`src/rtl/ibex_multdiv_arbiter_if.sv`:
```
// Bus between the multdiv arbiter and the shared iterative multiply/divide unit.
// The master modport is the arbiter side; the slave modport is the unit side.
interface ibex_multdiv_arbiter_if;
    logic        md_mult_en_o;
    logic        md_div_en_o;
    logic [1:0]  md_operator_o;
    logic [1:0]  md_signed_o;
    logic [31:0] md_op_a_o;
    logic [31:0] md_op_b_o;
    logic        md_ready_o;
    logic        md_valid_i;
    logic [31:0] md_result_i;

    modport master (
        output md_mult_en_o, md_div_en_o, md_operator_o, md_signed_o,
               md_op_a_o, md_op_b_o, md_ready_o,
        input  md_valid_i, md_result_i
    );

    modport slave (
        input  md_mult_en_o, md_div_en_o, md_operator_o, md_signed_o,
               md_op_a_o, md_op_b_o, md_ready_o,
        output md_valid_i, md_result_i
    );
endinterface

```
`src/rtl/ibex_multdiv_arbiter.sv`:
```
// Round-robin arbiter sharing one iterative multdiv unit between NumReq requesters.
// Define IBEX_MD_ARB_RESULT_CACHE_EN to reuse the last completed result on an exact repeat.
module ibex_multdiv_arbiter #(
    parameter int unsigned NumReq = 2
) (
    input  logic                    clk_i,
    input  logic                    rst_i,
    input  logic [NumReq-1:0]       req_valid_i,
    output logic [NumReq-1:0]       req_ready_o,
    input  logic [NumReq-1:0][1:0]  req_operator_i,
    input  logic [NumReq-1:0][1:0]  req_signed_i,
    input  logic [NumReq-1:0][31:0] req_op_a_i,
    input  logic [NumReq-1:0][31:0] req_op_b_i,
    output logic [NumReq-1:0]       rsp_valid_o,
    input  logic [NumReq-1:0]       rsp_ready_i,
    output logic [31:0]             rsp_data_o,
    ibex_multdiv_arbiter_if.master  md
);
    localparam int unsigned IdxW = (NumReq > 1) ? $clog2(NumReq) : 1;

    // Operator encoding follows ibex_pkg::md_op_e.
    localparam logic [1:0] MD_OP_MULL = 2'b00;
    localparam logic [1:0] MD_OP_MULH = 2'b01;

    typedef enum logic [1:0] {IDLE, BUSY, RESP} state_e;

    state_e          state_q, state_d;
    logic [IdxW-1:0] rr_q, rr_d;
    logic [IdxW-1:0] owner_q, owner_d;
    logic [1:0]      operator_q, operator_d;
    logic [1:0]      signed_q, signed_d;
    logic [31:0]     op_a_q, op_a_d;
    logic [31:0]     op_b_q, op_b_d;
    logic [31:0]     result_q, result_d;

    logic            grant_found;
    logic [IdxW-1:0] grant_idx;
    logic [IdxW-1:0] cand_idx;
    int              cand;
    logic            accept;
    logic            cache_hit;

    // Scan from the slot after the last served owner so every requester gets a turn.
    always_comb begin
        grant_found = 1'b0;
        grant_idx   = '0;
        cand        = 0;
        cand_idx    = '0;
        for (int off = 0; off < int'(NumReq); off++) begin
            cand = int'(rr_q) + off;
            if (cand >= int'(NumReq)) begin
                cand = cand - int'(NumReq);
            end
            cand_idx = IdxW'(cand);
            if (!grant_found && req_valid_i[cand_idx]) begin
                grant_found = 1'b1;
                grant_idx   = cand_idx;
            end
        end
    end

`ifdef IBEX_MD_ARB_RESULT_CACHE_EN
    logic        cache_valid_q, cache_valid_d;
    logic [1:0]  cache_operator_q, cache_operator_d;
    logic [1:0]  cache_signed_q, cache_signed_d;
    logic [31:0] cache_op_a_q, cache_op_a_d;
    logic [31:0] cache_op_b_q, cache_op_b_d;
    logic [31:0] cache_result_q, cache_result_d;

    assign cache_hit = cache_valid_q
                    && (req_operator_i[grant_idx] == cache_operator_q)
                    && (req_signed_i[grant_idx]   == cache_signed_q)
                    && (req_op_a_i[grant_idx]     == cache_op_a_q)
                    && (req_op_b_i[grant_idx]     == cache_op_b_q);
`else
    assign cache_hit = 1'b0;
`endif

    always_comb begin
        state_d    = state_q;
        rr_d       = rr_q;
        owner_d    = owner_q;
        operator_d = operator_q;
        signed_d   = signed_q;
        op_a_d     = op_a_q;
        op_b_d     = op_b_q;
        result_d   = result_q;
        accept     = 1'b0;
`ifdef IBEX_MD_ARB_RESULT_CACHE_EN
        cache_valid_d    = cache_valid_q;
        cache_operator_d = cache_operator_q;
        cache_signed_d   = cache_signed_q;
        cache_op_a_d     = cache_op_a_q;
        cache_op_b_d     = cache_op_b_q;
        cache_result_d   = cache_result_q;
`endif
        unique case (state_q)
            IDLE: begin
                if (grant_found) begin
                    accept     = 1'b1;
                    owner_d    = grant_idx;
                    operator_d = req_operator_i[grant_idx];
                    signed_d   = req_signed_i[grant_idx];
                    op_a_d     = req_op_a_i[grant_idx];
                    op_b_d     = req_op_b_i[grant_idx];
                    if (cache_hit) begin
`ifdef IBEX_MD_ARB_RESULT_CACHE_EN
                        result_d = cache_result_q;
`endif
                        state_d  = RESP;
                    end else begin
                        state_d  = BUSY;
                    end
                end
            end
            BUSY: begin
                if (md.md_valid_i) begin
                    result_d = md.md_result_i;
                    state_d  = RESP;
`ifdef IBEX_MD_ARB_RESULT_CACHE_EN
                    cache_valid_d    = 1'b1;
                    cache_operator_d = operator_q;
                    cache_signed_d   = signed_q;
                    cache_op_a_d     = op_a_q;
                    cache_op_b_d     = op_b_q;
                    cache_result_d   = md.md_result_i;
`endif
                end
            end
            RESP: begin
                if (rsp_ready_i[owner_q]) begin
                    state_d = IDLE;
                    if (owner_q == IdxW'(NumReq - 1)) begin
                        rr_d = '0;
                    end else begin
                        rr_d = owner_q + 1'b1;
                    end
                end
            end
            default: state_d = IDLE;
        endcase
    end

    always_ff @(posedge clk_i) begin
        if (rst_i) begin
            state_q    <= IDLE;
            rr_q       <= '0;
            owner_q    <= '0;
            operator_q <= '0;
            signed_q   <= '0;
            op_a_q     <= '0;
            op_b_q     <= '0;
            result_q   <= '0;
        end else begin
            state_q    <= state_d;
            rr_q       <= rr_d;
            owner_q    <= owner_d;
            operator_q <= operator_d;
            signed_q   <= signed_d;
            op_a_q     <= op_a_d;
            op_b_q     <= op_b_d;
            result_q   <= result_d;
        end
    end

`ifdef IBEX_MD_ARB_RESULT_CACHE_EN
    // Only the valid bit needs clearing; stale payload is never compared without it.
    always_ff @(posedge clk_i) begin
        if (rst_i) begin
            cache_valid_q <= 1'b0;
        end else begin
            cache_valid_q <= cache_valid_d;
        end
        cache_operator_q <= cache_operator_d;
        cache_signed_q   <= cache_signed_d;
        cache_op_a_q     <= cache_op_a_d;
        cache_op_b_q     <= cache_op_b_d;
        cache_result_q   <= cache_result_d;
    end
`endif

    for (genvar gi = 0; gi < int'(NumReq); gi++) begin : g_port
        assign req_ready_o[gi] = accept && (grant_idx == IdxW'(gi));
        assign rsp_valid_o[gi] = (state_q == RESP) && (owner_q == IdxW'(gi));
    end

    assign rsp_data_o       = result_q;
    assign md.md_mult_en_o  = (state_q == BUSY)
                           && ((operator_q == MD_OP_MULL) || (operator_q == MD_OP_MULH));
    assign md.md_div_en_o   = (state_q == BUSY)
                           && !((operator_q == MD_OP_MULL) || (operator_q == MD_OP_MULH));
    assign md.md_operator_o = operator_q;
    assign md.md_signed_o   = signed_q;
    assign md.md_op_a_o     = op_a_q;
    assign md.md_op_b_o     = op_b_q;
    assign md.md_ready_o    = (state_q == BUSY);

    a_ready_onehot0: assert property (@(posedge clk_i) disable iff (rst_i)
        $onehot0(req_ready_o));
    a_en_exclusive: assert property (@(posedge clk_i) disable iff (rst_i)
        !(md.md_mult_en_o && md.md_div_en_o));
    a_busy_stable: assert property (@(posedge clk_i) disable iff (rst_i)
        (state_q == BUSY && state_d == BUSY) |=>
            $stable({operator_q, signed_q, op_a_q, op_b_q}));
endmodule

```
`src/flat_wrapper.sv`:
```
// flat-port wrapper written by rule: the top's interface ports become plain ports
module ibex_multdiv_arbiter_flat 
#(
    parameter int unsigned NumReq = 2
)
  (clk_i, rst_i, req_valid_i, req_ready_o, req_operator_i, req_signed_i, req_op_a_i, req_op_b_i, rsp_valid_o, rsp_ready_i, rsp_data_o, md_md_mult_en_o, md_md_div_en_o, md_md_operator_o, md_md_signed_o, md_md_op_a_o, md_md_op_b_o, md_md_ready_o, md_md_valid_i, md_md_result_i);
  ibex_multdiv_arbiter_if md_i ();
  input  logic clk_i;
  input  logic rst_i;
  input  logic [NumReq-1:0] req_valid_i;
  output logic [NumReq-1:0] req_ready_o;
  input  logic [NumReq-1:0][1:0] req_operator_i;
  input  logic [NumReq-1:0][1:0] req_signed_i;
  input  logic [NumReq-1:0][31:0] req_op_a_i;
  input  logic [NumReq-1:0][31:0] req_op_b_i;
  output logic [NumReq-1:0] rsp_valid_o;
  input  logic [NumReq-1:0] rsp_ready_i;
  output logic [31:0] rsp_data_o;
  output wire logic [$bits(md_i.md_mult_en_o)-1:0] md_md_mult_en_o;
  output wire logic [$bits(md_i.md_div_en_o)-1:0] md_md_div_en_o;
  output wire logic [$bits(md_i.md_operator_o)-1:0] md_md_operator_o;
  output wire logic [$bits(md_i.md_signed_o)-1:0] md_md_signed_o;
  output wire logic [$bits(md_i.md_op_a_o)-1:0] md_md_op_a_o;
  output wire logic [$bits(md_i.md_op_b_o)-1:0] md_md_op_b_o;
  output wire logic [$bits(md_i.md_ready_o)-1:0] md_md_ready_o;
  input wire logic [$bits(md_i.md_valid_i)-1:0] md_md_valid_i;
  input wire logic [$bits(md_i.md_result_i)-1:0] md_md_result_i;
  assign md_md_mult_en_o = md_i.md_mult_en_o;
  assign md_md_div_en_o = md_i.md_div_en_o;
  assign md_md_operator_o = md_i.md_operator_o;
  assign md_md_signed_o = md_i.md_signed_o;
  assign md_md_op_a_o = md_i.md_op_a_o;
  assign md_md_op_b_o = md_i.md_op_b_o;
  assign md_md_ready_o = md_i.md_ready_o;
  assign md_i.md_valid_i = md_md_valid_i;
  assign md_i.md_result_i = md_md_result_i;
  ibex_multdiv_arbiter #(.NumReq(NumReq)) u_core (.clk_i(clk_i), .rst_i(rst_i), .req_valid_i(req_valid_i), .req_ready_o(req_ready_o), .req_operator_i(req_operator_i), .req_signed_i(req_signed_i), .req_op_a_i(req_op_a_i), .req_op_b_i(req_op_b_i), .rsp_valid_o(rsp_valid_o), .rsp_ready_i(rsp_ready_i), .rsp_data_o(rsp_data_o), .md(md_i));
endmodule
```
`config.mk`:
```
export PLATFORM = sky130hd
export DESIGN_NAME = ibex_multdiv_arbiter_flat
export DESIGN_NICKNAME = d
export VERILOG_FILES = /design/src/rtl/ibex_multdiv_arbiter_if.sv /design/src/rtl/ibex_multdiv_arbiter.sv /design/src/flat_wrapper.sv
export SDC_FILE = /design/constraint.sdc
export NUM_CORES = 1
export LEC_CHECK = 0
export ABC_AREA = 1
export CORE_MARGIN = 1.5
export CORE_UTILIZATION = 38
export CTS_BUF_LIST = sky130_fd_sc_hd__clkbuf_16
export DETAILED_ROUTE_END_ITERATION = 12
export GPL_TIMING_DRIVEN = 1
export PLACE_DENSITY = 0.81
export RECOVER_POWER = 100
export SKIP_LAST_GASP = 1
export SYNTH_ARGS = -nofsm -noshare
export SYNTH_HDL_FRONTEND = slang
export SYNTH_SLANG_ARGS = --single-unit
```
`constraint.sdc`:
```
create_clock -name clk_i -period 1.35 [get_ports clk_i]
set_input_delay 0.27 -clock clk_i [delete_from_list [all_inputs] [get_ports clk_i]]
set_output_delay 0.27 -clock clk_i [all_outputs]
set_load 0.03 [all_outputs]
```
==> flow_summary.json, run 1 <==
{
  "postSynthNetCount": 883,
  "totalPowerFinal_mw": 9.54,
  "first_pass_grt_wire_length_mm": 28.5,
  "timing.final.crit_period_ps": 1610,
  "worst_clock_skew_ps": 8.87,
  "yosys_register_bits": 104,
  "power.static_leakage_nw": 4.20,
  "setup-tns-final_ps": -9340,
  "cts.hold.buffers_added": 0,
  "fin_ws_ps": -259,
  "die-height_um": 116,
  "cp_slowest_cell": "sky130_fd_sc_hd__dfxtp_2",
  "clk_latency_ps": 360,
  "hold_viol": 0,
  "reg2reg_setup_slack_ps": -180,
  "numCtsBuffers": 9,
  "timing.final.max_slew_violations": 0,
  "holdPathEnd": "u_core.rr_q",
  "critical_path_arrival_ps": 1340,
  "count_of_clock_tree_sinks": 104,
  "synth_top_area_share_pct": 43.1,
  "synth_enable_flop_cells": 0,
  "worstReg2RegStart": "u_core.state_q[0]",
  "wirelength_mm": 18.9,
  "core_region_area_um2": 12200,
  "gp_congestion": 0.826,
  "route.antenna.remaining_nets": 0,
  "worst_path_dominant_cell_family": "flip-flops",
  "grt.overflow.total": 0,
  "route.detailed.drc": 0,
  "grt_start_max_net_pins": 56,
  "cts_max_path_buffers": 2,
  "path_class": "reg2out",
  "max-cap-violations": 0,
  "global_route.usage.total_pct": 27.4,
  "r2r.worst_path.cells": 11,
  "io_pins": 282,
  "worstHoldStart": "u_core.rr_q",
  "cts_tree": "done",
  "clock-root-buffer": "sky130_fd_sc_hd__clkbuf_16",
  "end_kind": "output port",
  "portion_of_the_clock_cycle_consumed_by_the_worst_path_in_the_final_layout_pct": 119,
  "floorplan.initialDensity_pct": 39.5,
  "power_per_cell_area_nw_per_um2": 1110,
  "yosysMostFrequentCell": "sky130_fd_sc_hd__nand2_1",
  "finalSetupViolCount": 102,
  "r2r_end": "u_core.md.md_operator_o[0]",
  "start_kind": "flip-flop",
  "maxSlewHeadroom_pct": 75.6,
  "average_wire_per_standard_cell_um": 16.1,
  "worst-slew-pin-transition_ps": 365,
  "synthFlopType": "sky130_fd_sc_hd__dfxtp_1",
  "hold_depth": 2,
  "critical_path.max_fanout": 3,
  "syn_area_um2": 4830,
  "area_growth_pct": 77.5,
  "synth_area_per_cell_um2": 6.82,
  "final_nets": 1172,
  "detailed_route_via_count": 5994,
  "std_cell_rows": 40,
  "hpwl_mm": 12.4,
  "layout-drive-gt1-share_pct": 20.1,
  "outcome": "finished, violations left",
  "worst-endpoint-required_ps": 1080,
  "clk_pin_slew_worst_paths_ps": 70,
  "cts_htree_levels": 3,
  "synth.yosys.seq_area_share_pct": 43.1,
  "fp.dieW_um": 116,
  "synth_commonest_cells": "147 x sky130_fd_sc_hd__nand2_1, 137 x sky130_fd_sc_hd__nand3_1, 104 x sky130_fd_sc_hd__dfxtp_1",
  "netlist_top_cells_area": "sky130_fd_sc_hd__dfxtp_1 43%, sky130_fd_sc_hd__nand3_1 14%, sky130_fd_sc_hd__nand2_1 11%",
  "yosys.cell_types.count": 19,
  "worst_ir_drop_vdd_v": 0.000905,
  "setup_repair_after_global_routing_missed_its_margin": "true",
  "drt_first_pass_iters": 5,
  "cp.buffers_inverters": 4,
  "number_of_drc_markers_in_iteration_0": 464,
  "failed_checks": "negative setup slack",
  "fill_cells": 1040,
  "timing.critical_path.slowest_cell_delay_ps": 370,
  "synth_area_leader_cell": "sky130_fd_sc_hd__dfxtp_1",
  "routed_via_density": 5.12,
  "hp-class": "reg2reg",
  "io_buffer_count": 281,
  "fmax_ghz": 0.622,
  "post_synth_inst_count": 708,
  "grt_antenna_before_repair": 1,
  "vias_in_the_first_global_route": 5745,
  "synth-async-reset-ratio_pct": 0,
  "ys_warn_count": 0,
  "die_area_um2": 13400,
  "path_cells": "buf_4 > inv_4 > nor2_4 > inv_2 > nor2_2 > buf_6"
}
-- final cells by class --
type                    instances  area [µm²]  share of cell area, %
repair buffers                337        3450                   40.2
flip-flops and latches        104        2090                   24.4
well taps                     168         210                   2.45
clock inverters                 7        78.8                  0.920
multi-input cells             465        2210                   25.8
inverters                      80         303                   3.53
diodes                          1        2.50                 0.0292
clock buffers                   9         225                   2.63
-- sequential cells by signal (all words and copies together), names as in the netlist --
name and cells:
u_core.md.md_op_b_o 32, u_core.rsp_data_o 32, u_core.state_q 2, u_core.md.md_operator_o 2, u_core.md.md_signed_o 2, u_core.rr_q 1
u_core.md.md_op_a_o 32, u_core.owner_q 1
-- power by group --
part,switching (mW),internal [mW]
sequential,0.164,3.35
clock,1.26,1.46
combinational,1.76,1.56
total,3.18,6.36
-- worst reg2reg max path, cell delays in order, from the launching register on --
cell and delay (ps):
sky130_fd_sc_hd__dfxtp_2 370, sky130_fd_sc_hd__buf_4 130, sky130_fd_sc_hd__inv_4 40, sky130_fd_sc_hd__nand2_2 80
sky130_fd_sc_hd__nor2_4 50, sky130_fd_sc_hd__buf_12 140, sky130_fd_sc_hd__buf_8 120, sky130_fd_sc_hd__bufbuf_16 260
sky130_fd_sc_hd__nand3_1 70, sky130_fd_sc_hd__nand3_1 80, sky130_fd_sc_hd__nand2_1 70, sky130_fd_sc_hd__inv_1 40
-- metal layers --
metal	GRT usage [%]	vias to the layer above	part of all wire, %
met4	10.3	0	2.6
met2	47.1	303	48
met3	8.89	42	10
met5	0	-	0
li1	-	2903	-
met1	31.8	2746	39
-- logic make-up after synthesis --
logic type             after synthesis  share of synthesized area [%]
AO/OA/AOI/OAI                       37                           3.91
buffers and inverters              139                           12.2
flip-flops                         104                           43.1
AND/OR/NAND/NOR                    428                           40.7
-- worst max-delay path by stage --
stage / from / to / slack, ps / cells after the start
finish: u_core.state_q[0] / md_md_mult_en_o / -260 / 6
global route: u_core.state_q[0] / md_md_mult_en_o / -310 / 6
CTS: u_core.state_q[1] / req_ready_o[0] / -240 / 5
detailed placement: req_valid_i[0] / req_ready_o[1] / -360 / 7
global placement: req_valid_i[0] / req_ready_o[1] / -320 / 7
floorplan: u_core.state_q[1] / req_ready_o[1] / -20 / 5
-- repair_timing --
item                       4_1_cts  5_1_grt
resized for setup              224       60
pin swaps                        5        3
setup endpoints to repair      118      160
setup buffers                   14        3
cloned                           5        2
-- stage by stage --
stage          utilization, %  area (µm²)  hold slack, ps  setup WS [ps]  cells
5_1_grt                  70.2        8570             491           -310   1171
3_3_place_gp             66.8        8160             455           -322   1132
2_1_floorplan               -        4850             339          -22.5    708
3_5_place_dp             66.8        8160             463           -356   1132
4_1_cts                  72.2        8810             474           -243   1166
6_report                 70.2        8570             464           -259   1171
-- cells in the final DEF, fill, tap and decap left out, types with 2 or more instances in the layout --
master,instances
sky130_fd_sc_hd__buf_6,11
sky130_fd_sc_hd__inv_1,73
sky130_fd_sc_hd__nand3_2,2
sky130_fd_sc_hd__nand2_2,2
sky130_fd_sc_hd__buf_4,28
sky130_fd_sc_hd__o21ai_0,2
sky130_fd_sc_hd__a21oi_1,4
sky130_fd_sc_hd__clkbuf_16,11
sky130_fd_sc_hd__o21ai_1,30
sky130_fd_sc_hd__nand3_1,135
sky130_fd_sc_hd__dfxtp_1,101
sky130_fd_sc_hd__nand4_1,68
sky130_fd_sc_hd__clkdlybuf4s50_1,172
sky130_fd_sc_hd__buf_12,24
sky130_fd_sc_hd__buf_16,4
sky130_fd_sc_hd__nor2_2,4
sky130_fd_sc_hd__dfxtp_2,2
sky130_fd_sc_hd__inv_2,6
sky130_fd_sc_hd__nand2_1,145
sky130_fd_sc_hd__clkdlybuf4s15_2,33
sky130_fd_sc_hd__inv_6,2
sky130_fd_sc_hd__dlymetal6s2s_1,3
sky130_fd_sc_hd__nor2_4,5
sky130_fd_sc_hd__clkbuf_2,55
sky130_fd_sc_hd__nor2_1,66
sky130_fd_sc_hd__clkinvlp_4,3
Note: power is estimated with default switching activity, not from simulation.
==> run 2: changes to the inputs <==
==> constraint.sdc (replaced) <==
create_clock -name clk_i -period 1.55 [get_ports clk_i]
set_input_delay 0.31 -clock clk_i [delete_from_list [all_inputs] [get_ports clk_i]]
set_output_delay 0.31 -clock clk_i [all_outputs]
set_load 0.03 [all_outputs]
==> flow_summary.json, run 2 (synthesis results as in run 1) <==
{
  "outcome": "finished clean",
  "fmax_ghz": 0.645,
  "layout_common_cells": "172 x sky130_fd_sc_hd__clkdlybuf4s50_1, 145 x sky130_fd_sc_hd__nand2_1, 137 x sky130_fd_sc_hd__nand3_1",
  "gp_congestion": 0.840,
  "vias_in_the_first_global_route": 5421,
  "timing.final.crit_period_ps": 1550,
  "critical_path_arrival_ps": 1240,
  "critical_path.max_fanout": 4,
  "detailed_route_via_count": 5745,
  "maxSlewHeadroom_pct": 63.7,
  "route.antenna.remaining_nets": 0,
  "end_kind": "output port",
  "path_cells": "nor2_4 > o21ai_4 > nor2_2 > buf_6",
  "die_area_um2": 13400,
  "cp_slowest_cell": "sky130_fd_sc_hd__dfxtp_4",
  "die-height_um": 116,
  "power_per_cell_area_nw_per_um2": 969,
  "worst_ir_drop_vdd_v": 0.000560,
  "worst-endpoint-required_ps": 1240,
  "utilization_pct": 67.5,
  "numCtsBuffers": 9,
  "placed_cells": 1126,
  "io_pins": 282,
  "first_pass_grt_wire_length_mm": 26.9,
  "finalSetupViolCount": 0,
  "hp-class": "reg2reg",
  "worst-slew-pin-transition_ps": 543,
  "setup_repair_after_global_routing_missed_its_margin": "true",
  "timing.critical_path.slowest_cell_delay_ps": 370,
  "worstReg2RegStart": "u_core.state_q[0]",
  "core_region_area_um2": 12200,
  "cts_max_path_buffers": 2,
  "wirelength_mm": 17.5,
  "io_buffer_count": 281,
  "timing.final.max_slew_violations": 0,
  "instances_no_fill": 1149,
  "final_nets": 1151,
  "power.static_leakage_nw": 4.25,
  "average_wire_per_standard_cell_um": 15.3,
  "route.detailed.drc": 0,
  "cts.hold.buffers_added": 0,
  "drt_first_pass_iters": 5,
  "path_class": "reg2out",
  "std_cell_rows": 40,
  "fill_cells": 1090,
  "clk_latency_ps": 340,
  "worstHoldStart": "u_core.rr_q",
  "cts_tree": "done",
  "critPathCapture": "req_ready_o[0]",
  "grt_start_max_net_pins": 71,
  "area_growth_pct": 70.7,
  "clk_pin_slew_worst_paths_ps": 70,
  "hold_viol": 0,
  "max-cap-violations": 0,
  "reg2reg_setup_slack_ps": 110,
  "cts_htree_levels": 3,
  "floorplan.initialDensity_pct": 39.5,
  "r2r_end": "u_core.rsp_data_o[5]",
  "antennaDiodeCount": 0,
  "clock-root-buffer": "sky130_fd_sc_hd__clkbuf_16",
  "number_of_drc_markers_in_iteration_0": 416,
  "fp.dieW_um": 116,
  "grt_antenna_before_repair": 0,
  "layout.cells.most_common": "sky130_fd_sc_hd__clkdlybuf4s50_1",
  "routed_via_density": 5.00,
  "layout-drive-gt1-share_pct": 8.26,
  "hpwl_mm": 12.0,
  "portion_of_the_clock_cycle_consumed_by_the_worst_path_in_the_final_layout_pct": 100,
  "global_route.usage.total_pct": 25.5,
  "r2r.worst_path.cells": 8,
  "worst_clock_skew_ps": 3.65,
  "crit_path_start": "u_core.state_q[1]",
  "start_kind": "flip-flop",
  "grt.overflow.total": 0,
  "count_of_clock_tree_sinks": 104
}
## run 2: changes by cell type in the layout (fill, tap and decap cells not counted), sizes merged
cell and delta:
dlygate4sd2 +100, clkbuf -58, clkdlybuf4s15 -33, buf -26, dlymetal6s2s -3, bufbuf -1, bufinv +1, clkinvlp -1
diode -1
## run 2: metal layers
metal	up-vias	global-route usage, %	part of all wire [%]
met5	-	0	0
met1	2571	28.6	37
met3	40	8.94	11
li1	2855	-	-
met2	279	43.9	49
met4	0	10.9	3.2
## run 2: critical path, delay by kind of cell (launching register included)
kind / cells / cell delay [ps]
flops: 1 / 370
simple gates: 2 / 290
buf+inv: 1 / 140
compound gates: 1 / 90
## run 2: per-stage QoR
step / cell area [µm²] / worst slack, ps / setup TNS [ps] / power [mW] / hold slack (ps)
final: 8240 / 0.134 / 0 / 7.99 / 464
after detailed placement: 7920 / -250 / -12930 / 5.70 / 458
after CTS: 8180 / -9.42 / -24.4 / 8.03 / 469
after floorplan: 4830 / -12.0 / -24.0 / 4.44 / 379
after global routing: 8240 / -55.1 / -454 / 8.38 / 495
after global placement: 7920 / -227 / -11900 / 5.68 / 451
## run 2: cell type report
cell class                      count  area (µm²)  area share [%]
Sequential cell                   104        2090            25.4
Timing Repair Buffer              316        3100            37.6
Clock inverter                      7        96.3            1.17
Multi-Input combinational cell    465        2210            26.9
Inverter                           80         308            3.74
Tap cell                          168         210            2.55
Clock buffer                        9         225            2.73
## run 2: where the power goes
group / internal (mW) / total (mW) / switching, mW / leakage, nW
clock: 1.42 / 2.45 / 1.03 / 0.153
combinational: 1.06 / 2.50 / 1.44 / 3.24
sequential: 2.91 / 3.04 / 0.126 / 0.858
## run 2: worst min path at each step
stage,to,slack [ps],cells past startpoint
floorplan,u_core.owner_q,380,1
finish,u_core.rr_q,460,2
CTS,u_core.rr_q,470,2
global route,u_core.rr_q,500,2
detailed placement,u_core.rr_q,460,2
global placement,u_core.rr_q,450,2
## run 2: timing repair
item | 4_1_cts | 5_1_grt
pin swaps | 3 | 3
buffers inserted | 4 | 3
resized for setup | 112 | 13
setup endpoints to repair | 106 | 6
